--- config.mk ---
export PLATFORM = sky130hd
export DESIGN_NAME = cpu_int_ctrl
export DESIGN_NICKNAME = d
export VERILOG_FILES = /design/src/rtl/cpu_int_ctrl.sv
export SDC_FILE = /design/constraint.sdc
export NUM_CORES = 1
export LEC_CHECK = 0
export BUFFER_PORTS_ARGS = -buffer_cell sky130_fd_sc_hd__buf_4
export CORE_UTILIZATION = 34
export CTS_BUF_LIST = sky130_fd_sc_hd__clkbuf_16
export CTS_CLUSTER_DIAMETER = 150
export DETAILED_ROUTE_END_ITERATION = 7
export GPL_ROUTABILITY_DRIVEN = 0
export GPL_TIMING_DRIVEN = 1
export MAX_ROUTING_LAYER = met4
export SKIP_CTS_REPAIR_TIMING = 1
export SYNTH_ARGS = -nofsm -noshare
export SYNTH_HDL_FRONTEND = slang
export SYNTH_SLANG_ARGS = --single-unit
--- constraint.sdc ---
create_clock -name clk -period 3.5 [get_ports clk]
set_clock_uncertainty 0.15 [all_clocks]
set_input_delay 0.35 -clock clk [delete_from_list [all_inputs] [get_ports clk]]
set_output_delay 0.35 -clock clk [all_outputs]
set_load 0.01 [all_outputs]
--- src/rtl/cpu_int_ctrl.sv ---
`default_nettype none
// ============================================================================
// cpu_int_ctrl : interrupt arbiter and vector generator for the 65816 core
// Rev 1.0 - initial release
// ============================================================================
module cpu_int_ctrl #(
  parameter int                      NUM_SRC    = 5,
  parameter logic [NUM_SRC-1:0]      EDGE_MASK  = 5'b00010,
  parameter logic [NUM_SRC-1:0]      MASKABLE   = 5'b00100,
  parameter logic [NUM_SRC*16-1:0]   VEC_NATIVE = {16'hffe4, 16'hffe6, 16'hffee, 16'hffea, 16'hfffc},
  parameter logic [NUM_SRC*16-1:0]   VEC_EMU    = {16'hfff4, 16'hfffe, 16'hfffe, 16'hfffa, 16'hfffc},
  localparam int                     ID_W       = (NUM_SRC > 1) ? $clog2(NUM_SRC) : 1
) (
  input  logic               clk,
  input  logic               reset,
  input  logic               cpu_en,
  input  logic [NUM_SRC-1:0] src_in,
  input  logic               i_flag,
  input  logic               e,
  input  logic               ack,
  input  logic               done,
  output logic               int_req,
  output logic [ID_W-1:0]    int_id,
  output logic               in_service,
  output logic [23:0]        vector_addr
);

  typedef enum logic [0:0] {ST_IDLE = 1'b0, ST_SERVICE = 1'b1} state_t;

  state_t             r_state;
  state_t             w_state_nxt;
  logic [NUM_SRC-1:0] r_src_q;
  logic [NUM_SRC-1:0] r_pend;
  logic [ID_W-1:0]    r_id;
  logic               r_e;

  logic [NUM_SRC-1:0] w_elig;
  logic [NUM_SRC-1:0] w_clr;
  logic [NUM_SRC-1:0] w_pend_nxt;
  logic [ID_W-1:0]    w_sel;
  logic               w_take;
  logic               w_use_e;
  logic [15:0]        w_entry;

  assign w_elig = r_pend & ~(MASKABLE & {NUM_SRC{i_flag}});

  // Lowest set bit wins: scan downwards so the last hit is the lowest index.
  always_comb begin
    w_sel = '0;
    for (int i = NUM_SRC - 1; i >= 0; i--) begin
      if (w_elig[i]) w_sel = ID_W'(i);
    end
  end

  // Edge bits: a new rising edge overrides an ack-clear in the same cycle.
  // Level bits simply track the line one cycle late and ignore ack.
  assign w_clr      = w_take ? (NUM_SRC'(1) << w_sel) : '0;
  assign w_pend_nxt = (EDGE_MASK & ((r_pend & ~w_clr) | (src_in & ~r_src_q)))
                    | (~EDGE_MASK & src_in);

  always_ff @(posedge clk) begin
    if (reset) begin
      r_state <= ST_IDLE;
    end else if (cpu_en) begin
      r_state <= w_state_nxt;
    end
  end

  always_comb begin
    w_state_nxt = r_state;
    int_req     = 1'b0;
    in_service  = 1'b0;
    w_take      = 1'b0;
    int_id      = '0;
    w_use_e     = 1'b0;
    case (r_state)
      ST_IDLE: begin
        int_req = |w_elig;
        int_id  = w_sel;
        w_use_e = e;
        if (ack && int_req && cpu_en) begin
          w_take      = 1'b1;
          w_state_nxt = ST_SERVICE;
        end
      end
      ST_SERVICE: begin
        in_service = 1'b1;
        int_id     = r_id;
        w_use_e    = r_e;
        if (done) w_state_nxt = ST_IDLE;
      end
      default: w_state_nxt = ST_IDLE;
    endcase
  end

  always_ff @(posedge clk) begin
    if (reset) begin
      r_src_q <= '0;
      r_pend  <= '0;
      r_id    <= '0;
      r_e     <= 1'b0;
    end else if (cpu_en) begin
      r_src_q <= src_in;
      r_pend  <= w_pend_nxt;
      if (w_take) begin
        r_id <= w_sel;
        r_e  <= e;
      end
    end
  end

  always_comb begin
    w_entry = 16'h0000;
    for (int i = 0; i < NUM_SRC; i++) begin
      if (int_id == ID_W'(i)) w_entry = w_use_e ? VEC_EMU[16*i +: 16] : VEC_NATIVE[16*i +: 16];
    end
  end

  // An idle block with nothing eligible reports a zero vector.
  assign vector_addr = (!in_service && !int_req) ? 24'h000000 : {8'h00, w_entry};

endmodule
`default_nettype wire

* After elaboration in Yosys (flattened, before gate mapping)
Cells that the tools add are included.
Widths: inputs -> output; s select.
** Word-level totals
- Word-level logic and storage cells :: 51
- Output and inout port bits :: 29
- Register bits :: 12
- Input port bits :: 12
** Operators by class
- Shift-type cells :: 1
- Mux-type cells :: 24
- Equal/unequal tests :: 4
- Bitwise gates (word level) :: 9
- Reductions and logical operators :: 8
** Operator list (count)
- $mux 16 :: 6
- $mux 5 :: 4
- $mux 3 :: 5
- $eq 3x2->1 const B :: 2
- $pmux 3 s2 :: 1
- $and 5x5->5 :: 1
- $mux 1 :: 5
- $not 3->5 :: 1
- $or 2x5->5 :: 1
- $reduce_or 5->1 :: 1
- $and 2x2->2 :: 2
- $not 2->2 :: 2
- $pmux 1 s2 :: 2
- $eq 3x1->1 const B :: 1
- $eq 3x3->1 const B :: 1
- $logic_and 1x1->1 :: 3
- $logic_not 3->1 :: 1
- $shl 1x3->2 const A :: 1
- $logic_not 1->1 :: 2
- $mux 2 :: 1
- $or 2x2->2 :: 1
- $reduce_and 2->1 :: 1
- $not 1->1 :: 1

* Logic depth before layout (Yosys ltp)
Gate-level depths: netlist of the first run.
- Word-level depth :: 15
- Depth in mapped cells :: 5

* Worst setup path before layout of the first run
OpenSTA, ideal clock, no wires.
- Path kind :: register to output
- Start :: register r_state
- End :: output port vector_addr[10]
- Path slack :: 1.473 ns
- Required time :: 3.000 ns
- Arrival :: 1.527 ns
- Buffers on the path :: 1
- Cell stages (with the launch flop) :: 6
- Cell sequence :: dfxtp_1 or2_1 or4_4 nor2_1 nor2_1 buf_4
** Between the ends
- Cells in the longest elaborated chain, start to end :: 9
- Elaborated cells between the ends (all ways) :: 18
- Those cells by class :: eq/ne (4); mux (9); bitwise (1); reduce/logical (4)
** Ends and longest elaborated chain
- start: declaration :: RTL line 30 : state_t r_state;
- start signal: assignment :: RTL line 65 : r_state <= w_state_nxt;
- $not 1->1
- $pmux 3 s2 :: RTL line 76 : case (r_state)
- $logic_not 3->1 :: RTL line 115 : if (int_id == ID_W'(i)) w_entry = w_use_e ? VEC_EMU[16*i +: 16] : VEC_NATIVE[16*i +: 16];
- $mux 16 (5 in a row) :: RTL line 115
- $mux 16 (*) :: RTL line 120 : assign vector_addr = (!in_service && !int_req) ? 24'h000000 : {8'h00, w_entry};
- end: declaration :: RTL line 25 : output logic [23:0] vector_addr
Mark *: on every way between the ends. The rest lies on a longest branch, timed or not.

* Worst setup path in the final report of the first run
- Start :: register r_state
- End :: output port vector_addr[11]
The elaborated chain is that of the path after synthesis.

==> reports/results.txt, run 1 <==
The run finished with clean final reports. Synthesis handed over a netlist of 103 instances. During placement, the flow inserted port buffers numbering 31. Count of flip-flops with a built-in enable after synthesis: 0. The signed area change from the synthesized netlist to the final layout came out at 26.2%. Net load switching power: 0.134 mW. The die covers 0.00257 mm2. The worst setup path is of the flip-flop to output pin kind. Row count: 17. The primary flip-flop cell chosen by synthesis mapping was dfxtp_1. Entering global routing, the biggest net connects 13 pins. The area inside the core boundary was 0.00223 mm2; the total power per unit cell area was 477 mW/mm2.

The total clock buffers created by CTS came out at 3. Derived from the worst setup path, the maximum achievable clock frequency is 403 MHz. Dividing the detail-routed wire length by the instance count gives 11.0 um.

In the final layout, flip-flops and latches occupy 220 um2. The signal on the critical path passes through or2_1 > or4_4 > nor2_1 > nor2_1 > buf_4. The tools report the aggregate routed wire length as 1.67 mm.

The tools report the number of endpoints with negative hold slack in the final report as 0. Before antenna repair, the detailed router went through 4 iterations. The clock network power share is 0.424.

The share of the clock period used by the worst path was 0.708; the DRC marker count from the first detailed-route iteration was 18. The synthesis-stage register bit count is 11, and the total via count after detailed routing is 717. The multi-input combinational cells in the finished layout cover a total of 437 um2.

After detailed routing, the number of vias per cell comes to 4.72. In the routed design, unresolved DRC markers number 0. The layout cell share with drive strength beyond 1 is 0.315. The floorplan step set the die height to 50.7 um. The biggest cell delay along the critical path was 0.45 ns. The count of final max-slew check failures was 0. The synthesis warning total was 0; the die extent in x was 50.7 um. Averaged over all synthesized cells, the footprint is 7.84 um2. The internal portion of the total power is 0.352 mW. The run gives 2 as the number of buffers between clock root and the deepest sink. In the post-synthesis netlist, the biggest area contributors are dfxtp_1 (27%), buf_4 (19%), nor2_1 (7.9%). For the final routed database, the setup TNS stands at 0 ns.

The slowest stage of the critical path is the or4_4 cell. The switching portion of total power was 0.276. The tools report the internal reg-to-reg setup slack as 1.90 ns. After filler insertion, the fill cell instance count of the layout stands at 225. The first global-routing pass estimated 2.83 mm of wire. The tools report the highest ir drop seen on vdd as 0.252 mV. For the combinational share of power, the log shows 0.283.

The remaining global-route overflow was 0. Share of the synthesized area in the top cell type: 0.273. Among the stages of the critical path, the cell type that occurs most often is nor2_1.

For the power share of the sequential group, the log shows 0.292. The arrival time of data at the critical path endpoint is 1.98 ns. The tightest slew margin relative to the limit is 0.602.

The clock sink count came out at 11. The initial standard-cell utilization of the core was 0.361; the area after detailed placement was 940 um2. The worst setup path is launched from a flip-flop. At the later pin of the worst-skew pair, clock insertion delay measures 0.24 ns. For the overall fraction of global-route tracks in use, the log shows 0.152.

The worst setup path is captured at an output pin. TritonCTS built the clock tree. The max-cap violation count was 0. The run gives 0 as the initial antenna violation count. The run gives 0.456 as the share of the core filled with cells in the final layout.

The post-route minimum period came out at 2.48 ns. The final layout contains 137 nets. In this run the cell area of the synthesized design comes to 807 um2. The tightest hold path in the finished design has a slack of 0.195 ns. Setup repair after global routing left no endpoint under its margin.

The dominant cell type by area after synthesis is dfxtp_1. The cell leakage power is 0.462 nW, and the async set-reset flop share out of synthesis is 0. The unique cell type count in the Yosys netlist is 30, and the count of antenna-violating nets left after detailed routing is 0. Counting instances in the post-synthesis netlist gives the leading cell types as buf_4 (20), nor2_1 (17), dfxtp_1 (11). 41 I/O pins were placed. After layout, the design draws a total of 0.486 mW. The via count of the first global-routing pass was 639. After clock tree synthesis, the clock-pin slew on the worst setup and hold paths is 0.04 ns.

At the pin with the least slew margin, the transition time is 0.595 ns. The run gives 3.00 ns as the required arrival time at the worst endpoint. In this run the worst path has a maximum fanout of 12. The min-delay analysis places its worst path in the category input port to flip-flop. 0 antenna diodes ended up in the layout.

The run gives 0.273 as the post-synthesis sequential area ratio. The tree is rooted in a clkbuf_16. Setup violations remaining at the end of the flow were counted as 0.

For the area of all placed cells without fillers, the log shows 0.00102 mm2. The HPWL after detailed placement is 1.31 mm. The most common cell in the synthesized netlist is buf_4.

The H-tree depth reported by CTS is 1.
-- power groups by stage --
stage | clock [mW] | sequential, mW | combinational [mW]
3_5_place_dp | 0 | 0.144 | 0.139
6_report | 0.206 | 0.142 | 0.138
5_1_grt | 0.216 | 0.143 | 0.150
3_3_place_gp | 0 | 0.143 | 0.137
4_1_cts | 0.207 | 0.142 | 0.139
2_1_floorplan | 0 | 0.140 | 0.107
-- layout make-up --
| type | count | share of cell area |
|---|---|---|
| Timing Repair Buffer | 31 | 0.229 |
| Inverter | 4 | 0.0147 |
| Clock buffer | 3 | 0.0737 |
| Tap cell | 28 | 0.0344 |
| Clock inverter | 1 | 0.00369 |
| Sequential cell | 11 | 0.216 |
| Multi-Input combinational cell | 74 | 0.429 |
-- cells by family after synthesis --
family	Yosys count	share of synthesized area
muxes	7	0.0884
AOI/OAI and AO/OA	20	0.163
and+or+nand+nor	38	0.248
buffers and inverters	26	0.223
other	1	0.00465
DFF	11	0.273
-- layout by cell type, fill, tap and decap left out, types with 3 or more instances in the layout --
master / Yosys / layout
nand2b_1: 3 / 3
mux2i_1: 6 / 6
inv_1: 4 / 5
nor2_1: 17 / 17
clkbuf_16: 0 / 3
a21oi_1: 7 / 7
conb_1: 1 / 9
buf_4: 20 / 31
dfxtp_1: 11 / 11
nand2_1: 8 / 8
o21ai_0: 5 / 5
-- path summary, 6_finish.rpt --
kind                            startpoint               to  cells after the start
worst max-delay path               r_state  vector_addr[11]                      5
worst min-delay path             src_in[4]        r_pend[4]                      3
worst max register to register     r_state          r_id[0]                      4
worst min register to register  r_src_q[1]       r_src_q[1]                      2
-- critical path, delay by kind of cell (launching register included) --
family        cells  cell delay, ns
flops             1            0.42
simple gates      4            1.14
buf+inv           1            0.19
-- state kept, by name (all words and copies together), names as in the netlist --
register / flops
r_state: 1
r_e: 1
r_src_q: 2
r_pend: 4
r_id: 3
-- metal layers --
layer  track usage  vias up  wire length, um
li1              -      363                -
met1         0.180      311              719
met2         0.238       40              786
met3        0.0333        3              135
met4        0.0833        0               29
met5             -        -                0
-- stage by stage --
step	cells	setup WS [ns]
final	152	1.02
after global routing	152	0.886
after CTS	152	1.05
after detailed placement	148	1.28
after global placement	148	1.36
after floorplan	111	1.47
Note: power is estimated with default switching activity, not from simulation.
==> run 2, diff against run 1 <==
==> constraint.sdc (replaced) <==
create_clock -name clk -period 2.3 [get_ports clk]
set_clock_uncertainty 0.15 [all_clocks]
set_input_delay 0.23 -clock clk [delete_from_list [all_inputs] [get_ports clk]]
set_output_delay 0.23 -clock clk [all_outputs]
set_load 0.01 [all_outputs]
==> run 2 against run 1 <==
Net effect:
- hold slack worse by 0.12 ns
- register-to-register slack got worse by 1.3 ns
- final area is 1.5% higher
- count of clock-buffer cells in the layout unchanged
- critical path depth stayed put
- critical path type unchanged
- core utilization is 0.67 points higher
==> reports/results.txt, run 2 (synthesis results as in run 1) <==
The net count of the finished layout is 138. TritonCTS built the clock tree. Adding up every negative setup slack in the final design gives 0 ns. Timing would allow up to 473 MHz. The tool flagged a number of max-cap violations equal to 0. After routing the design area is 0.00103 mm2.

The die extent in x came out at 50.7 um. The flip-flop count of the largest register after layout works out to 4. Setup repair after global routing left no endpoint under its margin.

The tools report the share of the core filled with cells in the final layout as 0.463. The tools report the kind of capture point of the worst setup path as an output pin. After layout, the design draws a total of 0.739 mW.

The largest registers in the layout are r_pend: 4 flops, r_id: 3 flops, r_src_q: 2 flops. Count of antenna-violating nets left after detailed routing: 0. The final-layout worst hold slack is 0.0797 ns, and the area after detailed placement is 947 um2.

Vertical die dimension: 50.7 um. The worst path meets setup with 0.186 ns of slack. The number of endpoints with negative hold slack in the final report was 0.

The floorplan has 17 rows. The worst register-to-register path has a setup slack of 0.65 ns. Along the worst hold path, the cell count comes to 3. The initial standard-cell utilization of the core was 0.361. The logs give 0 for the number of design rule violations left after detail routing and 0 for the total setup violations reported at the end of the flow.

The total clock buffers created by CTS is 3, and the clock sink count is 11. For the worst setup path, the data arrival time is 1.73 ns. The source-to-sink clock delay at the later pin of the worst-skew pair is 0.24 ns. The share of the clock period used by the worst path came out at 0.919.

In this run the critical register-to-register path is launched from r_state. The core region is 0.00223 mm2. The depth of the worst register-to-register path was 5. The flow ran to the end, and the final reports show no timing, DRC or antenna violations. The total power per unit cell area works out to 715 mW/mm2. The path with the worst hold slack has its endpoint at r_pend[2]. The pre-antenna-repair detailed-routing pass consisted of 4 iterations. At the worst endpoint, the required time is 1.92 ns.

0 antenna diodes ended up in the layout. Summed over all layers, the routed wires come to 1.66 mm. The worst-case IR drop observed on VDD is 0.397 mV.

The number of buffers between clock root and the deepest sink came out at 2. The post-route minimum period is 2.11 ns. The pre-CTS worst setup slack was 0.305 ns. Summed over all layers, the global routing overflow is 0. The die area was 0.00257 mm2; the DRC marker count from the first detailed-route iteration was 4. The library cell used most frequently in the layout, excluding fill and tap cells, is buf_4.

Entering global routing, the biggest net connects 12 pins. r_pend holds more flip-flops than any other register. The clock input transition at the sequential cells of the worst setup and hold paths was 0.04 ns.

After detailed routing, the number of vias per cell comes to 4.78. STA classifies the critical path startpoint as a flip-flop. The signed area change from the synthesized netlist to the final layout was 28.1%. For the count of final max-slew check failures, the log shows 0. The tools report the cell leakage power as 0.468 nW. The overall fraction of global-route tracks in use is 0.150, and the number of standard cells in the layout, taps in and fillers out is 153. The detailed placer's ending HPWL was 1.31 mm; the count of buffers from port buffering was 31.

The startpoint identified for the worst hold timing path is src_in[2]. In this run the critical register-to-register path is captured at r_id[0]. The global-route wire length before repair came out at 2.86 mm. The number of I/O pins was 41; the number of placed instances with taps included was 149.

The layout cell share with drive strength beyond 1 is 0.344. The library cell used as clock root buffer was clkbuf_16. The tools report the total via count after detailed routing as 731. For the via count of the first global-routing pass, the log shows 668. By startpoint and endpoint, the worst setup path is classified as flip-flop to output pin. For the H-tree depth reported by CTS, the log shows 1. The initial antenna violation count came out at 0. The worst hold path class is input port to flip-flop.

The largest fanout on the critical path was 11. The library cells used most frequently in the layout, excluding fill and tap cells, are buf_4 (32), nor2_1 (15), dfxtp_1 (11), conb_1 (9), nand2_1 (8). Wire length per cell: 10.9 um.
[run 2: power by group]
group | internal (mW) | leakage, nW | switching, mW | total (mW)
Combinational | 0.108 | 0.336 | 0.109 | 0.217
Clock | 0.228 | 0.0423 | 0.0810 | 0.309
Sequential | 0.201 | 0.0901 | 0.0116 | 0.213
Total | 0.537 | 0.468 | 0.201 | 0.739
[run 2: final cells by class]
| class | instances | area, um2 |
|---|---|---|
| clock buffer | 3 | 75.1 |
| clock inverter | 1 | 3.75 |
| fill | 221 | 1200 |
| inverter | 4 | 15.0 |
| multi-input combinational | 74 | 444 |
| sequential | 11 | 220 |
| tap | 28 | 35.0 |
| timing repair buffer | 32 | 240 |
[run 2: worst max path at each step]
stage / startpoint / to / slack [ns] / depth (start not counted)
3_5_place_dp: r_pend[2] / vector_addr[13] / 0.30 / 5
6_report: r_src_q[0] / vector_addr[13] / 0.19 / 5
4_1_cts: r_pend[2] / vector_addr[13] / 0.05 / 5
5_1_grt: r_pend[2] / vector_addr[4] / 0.03 / 5
2_1_floorplan: r_state / vector_addr[10] / 0.39 / 5
3_3_place_gp: r_pend[2] / vector_addr[10] / 0.39 / 5
[run 2: critical path, cell delays in order (launching register included)]
cell	delay (ns)
dfxtp_1	0.35
or2_1	0.26
or4_4	0.45
nor2_2	0.16
nor2_2	0.12
buf_4	0.16
[run 2: per-layer routing]
| metal | global-route usage | share of wire |
|---|---|---|
| met3 | 0.0303 | 0.063 |
| met5 | - | 0 |
| met2 | 0.253 | 0.46 |
| met4 | 0.0694 | 0.015 |
| met1 | 0.169 | 0.46 |
==> run 3, diff against run 2 <==
--- a/config.mk
+++ b/config.mk
@@ -6,13 +6,14 @@
 export NUM_CORES = 1
 export LEC_CHECK = 0
 export BUFFER_PORTS_ARGS = -buffer_cell sky130_fd_sc_hd__buf_4
-export CORE_UTILIZATION = 34
+export CORE_UTILIZATION = 44
 export CTS_BUF_LIST = sky130_fd_sc_hd__clkbuf_16
 export CTS_CLUSTER_DIAMETER = 150
 export DETAILED_ROUTE_END_ITERATION = 7
 export GPL_ROUTABILITY_DRIVEN = 0
 export GPL_TIMING_DRIVEN = 1
 export MAX_ROUTING_LAYER = met4
+export PLACE_DENSITY = 0.78
 export SKIP_CTS_REPAIR_TIMING = 1
 export SYNTH_ARGS = -nofsm -noshare
 export SYNTH_HDL_FRONTEND = slang
==> run 3 against run 2 <==
Net effect:
- sequential power about the same
- combinational power is essentially flat
- highest routed layer unchanged
- core utilization rose by 13 points
- count of clock-buffer cells in the layout unchanged
- final area shrank 0.60%
- routed wire length increased by 5.5%
- hold slack got worse by 0.0054 ns
- critical path depth did not move
==> reports/results.txt, run 3 (synthesis results as in run 1) <==
For this run the aggregate overflow at the end of global routing stands at 0. The layer flagged by global routing as most heavily used is met2. The via count of the first global-routing pass is 631. The net total in the final layout is 138. The largest registers in the layout are r_pend: 4 flops, r_id: 3 flops, r_src_q: 2 flops. The maximum number of pins on one net before global-route repair came out at 12. The flip-flop count of the largest register after layout was 4; the setup TNS was 0 ns. Summed over all nets, the half-perimeter wirelength after detailed placement is 1.30 mm. The tools report the area of the multi-input gates as 442 um2. Data on the critical path is required at its endpoint by 1.92 ns. Number of endpoints with negative hold slack in the final report: 0. Buffers placed on the I/O ports in this run total 31.

In this run the static leakage power is 0.468 nW. The run gives 0.420 as the clock network power share. In this run the worst hold path is classified as input port to flip-flop.

The run gives 0.467 as the initial standard-cell utilization of the core. The logs give 0 for the max-cap violation count and 0.202 for the overall fraction of global-route tracks in use. Dividing the detail-routed via count by the number of cells gives 5.02.

The reg-to-reg endpoint is r_id[0]. The endpoint of the worst hold path is r_pend[2]. The worst-case setup margin in the final layout was 0.122 ns. The run gives 0.66 ns as the internal reg-to-reg setup slack. The share of the core filled with cells in the final layout was 0.595; the count of filler cells inserted in the layout was 162. The number of design rule violations left after detail routing came out at 0. The die is 44.8 um tall.

The share of the clock period used by the worst path is 0.947. The tools report the register area as 220 um2. Setup repair after global routing left no endpoint under its margin. TritonCTS built the clock tree. Maximum clock frequency: 459 MHz. The initialized floorplan defines 15 standard-cell rows. The library cells used most frequently in the layout, excluding fill and tap cells, are buf_4 (32), nor2_1 (16), dfxtp_1 (11), conb_1 (9), nand2_1 (8). The layout cell share with drive strength beyond 1 is 0.336. The number of I/O pins is 41, and the aggregate routed wire length is 1.75 mm. The fraction of met3 tracks used by global routing is 0.0640, and the total setup violations reported at the end of the flow is 0.

The die area is 0.00201 mm2. No sink is reached through more buffers than the 2 on the longest clock path. The area growth from synthesis to layout is 27.3%. The global routing usage on met1 is 0.220. Clock tree synthesis inserted a total of 3 buffers. The count of antenna-violating nets left after detailed routing is 0, and the total via count after detailed routing is 753.

Timing analysis after detailed placement gives a worst setup slack of 0.300 ns. STA classifies the critical path endpoint as an output pin. Global-route met2 utilization: 0.326.

The largest fanout on the critical path came out at 11. Counting flops per register, the top entry is r_pend. For the count of final max-slew check failures, the log shows 0. For the worst flop-to-flop path, the logic depth is 5. The worst setup path is launched from a flip-flop.

H-tree depth reported by CTS: 1. Net load switching power: 0.207 mW. Most frequent standard cell in the layout excluding fill and tap cells: buf_4. In the final routed layout, each cell accounts on average for 11.7 um.

The startpoint of the most critical register-to-register path was r_state. The number of detailed-route iterations in the first pass is 4. The die extent in x works out to 44.8 um. The logs give 0.293 for the combinational share of power and 0.537 mW for the internal power component. The run finished with clean final reports. The total power per unit cell area works out to 724 mW/mm2. The switching portion of total power is 0.278. The root buffer cell chosen for the clock tree is clkbuf_16. For the worst-skew pair, the clock arrives at the later sink with an insertion delay of 0.24 ns. VDD sags by at most 0.640 mV. The area inside the core boundary was 0.00173 mm2; the clock sink count was 11. The power share of the sequential group was 0.287. The detailed router finished its first iteration with 26 violations. The global-route wire length before repair is 2.75 mm, and the number of diodes added for antenna fixing is 0.

For the worst setup path, the data arrival time is 1.80 ns. The worst path needs 2.18 ns of the cycle, external delays included. Along the worst hold path, the cell count comes to 3.

The worst hold path begins at src_in[2]. The initial antenna violation count came out at 0. The worst setup path is of the flip-flop to output pin kind. Clock-pin slew was measured on the worst setup and hold paths at 0.04 ns.
-- run 3: cell counts in the layout (fill, tap and decap cells not counted) --
Identical to the previous run, type by type.
-- run 3: area by class of cell --
type                            instances  area share
Sequential cell                        11       0.214
Tap cell                               25      0.0305
Multi-Input combinational cell         74       0.430
Clock inverter                          1     0.00365
Clock buffer                            3      0.0731
Inverter                                4      0.0146
Timing Repair Buffer                   32       0.234
-- run 3: per-layer routing --
| metal | vias up | wire length [um] | share of wire |
|---|---|---|---|
| li1 | 364 | - | - |
| met1 | 349 | 706 | 0.40 |
| met2 | 35 | 861 | 0.49 |
| met3 | 5 | 146 | 0.083 |
| met4 | 0 | 39 | 0.022 |
| met5 | - | 0 | 0 |
-- run 3: critical path, cell delays in order (launching register included) --
cell,delay (ns)
dfxtp_1,0.35
or2_1,0.27
or4_4,0.44
nor2_1,0.20
nor2_2,0.13
buf_4,0.16
-- run 3: per-stage QoR --
| step | instance area (um2) | hold slack (ns) | std cells | total power, mW |
|---|---|---|---|---|
| 5_1_grt | 1030 | 0.0908 | 150 | 0.780 |
| 2_1_floorplan | 837 | 0.149 | 111 | 0.376 |
| 3_5_place_dp | 943 | 0.324 | 146 | 0.432 |
| 6_report | 1030 | 0.0743 | 150 | 0.744 |
| 4_1_cts | 1020 | 0.0764 | 150 | 0.752 |
| 3_3_place_gp | 943 | 0.314 | 146 | 0.428 |
-- run 3: worst max path at each step --
stage / startpoint / endpoint / cells past startpoint
after floorplan: r_state / vector_addr[10] / 5
after global placement: r_src_q[0] / vector_addr[11] / 5
after detailed placement: r_pend[2] / vector_addr[15] / 5
after CTS: r_pend[2] / vector_addr[15] / 5
after global routing: r_src_q[0] / vector_addr[6] / 5
final: r_src_q[0] / vector_addr[9] / 5
-- run 3: power groups by stage --
stage	clock (mW)	sequential (mW)	combinational, mW
global placement	0	0.215	0.213
global route	0.329	0.214	0.238
floorplan	0	0.213	0.163
detailed placement	0	0.215	0.216
finish	0.313	0.213	0.218
CTS	0.322	0.212	0.218
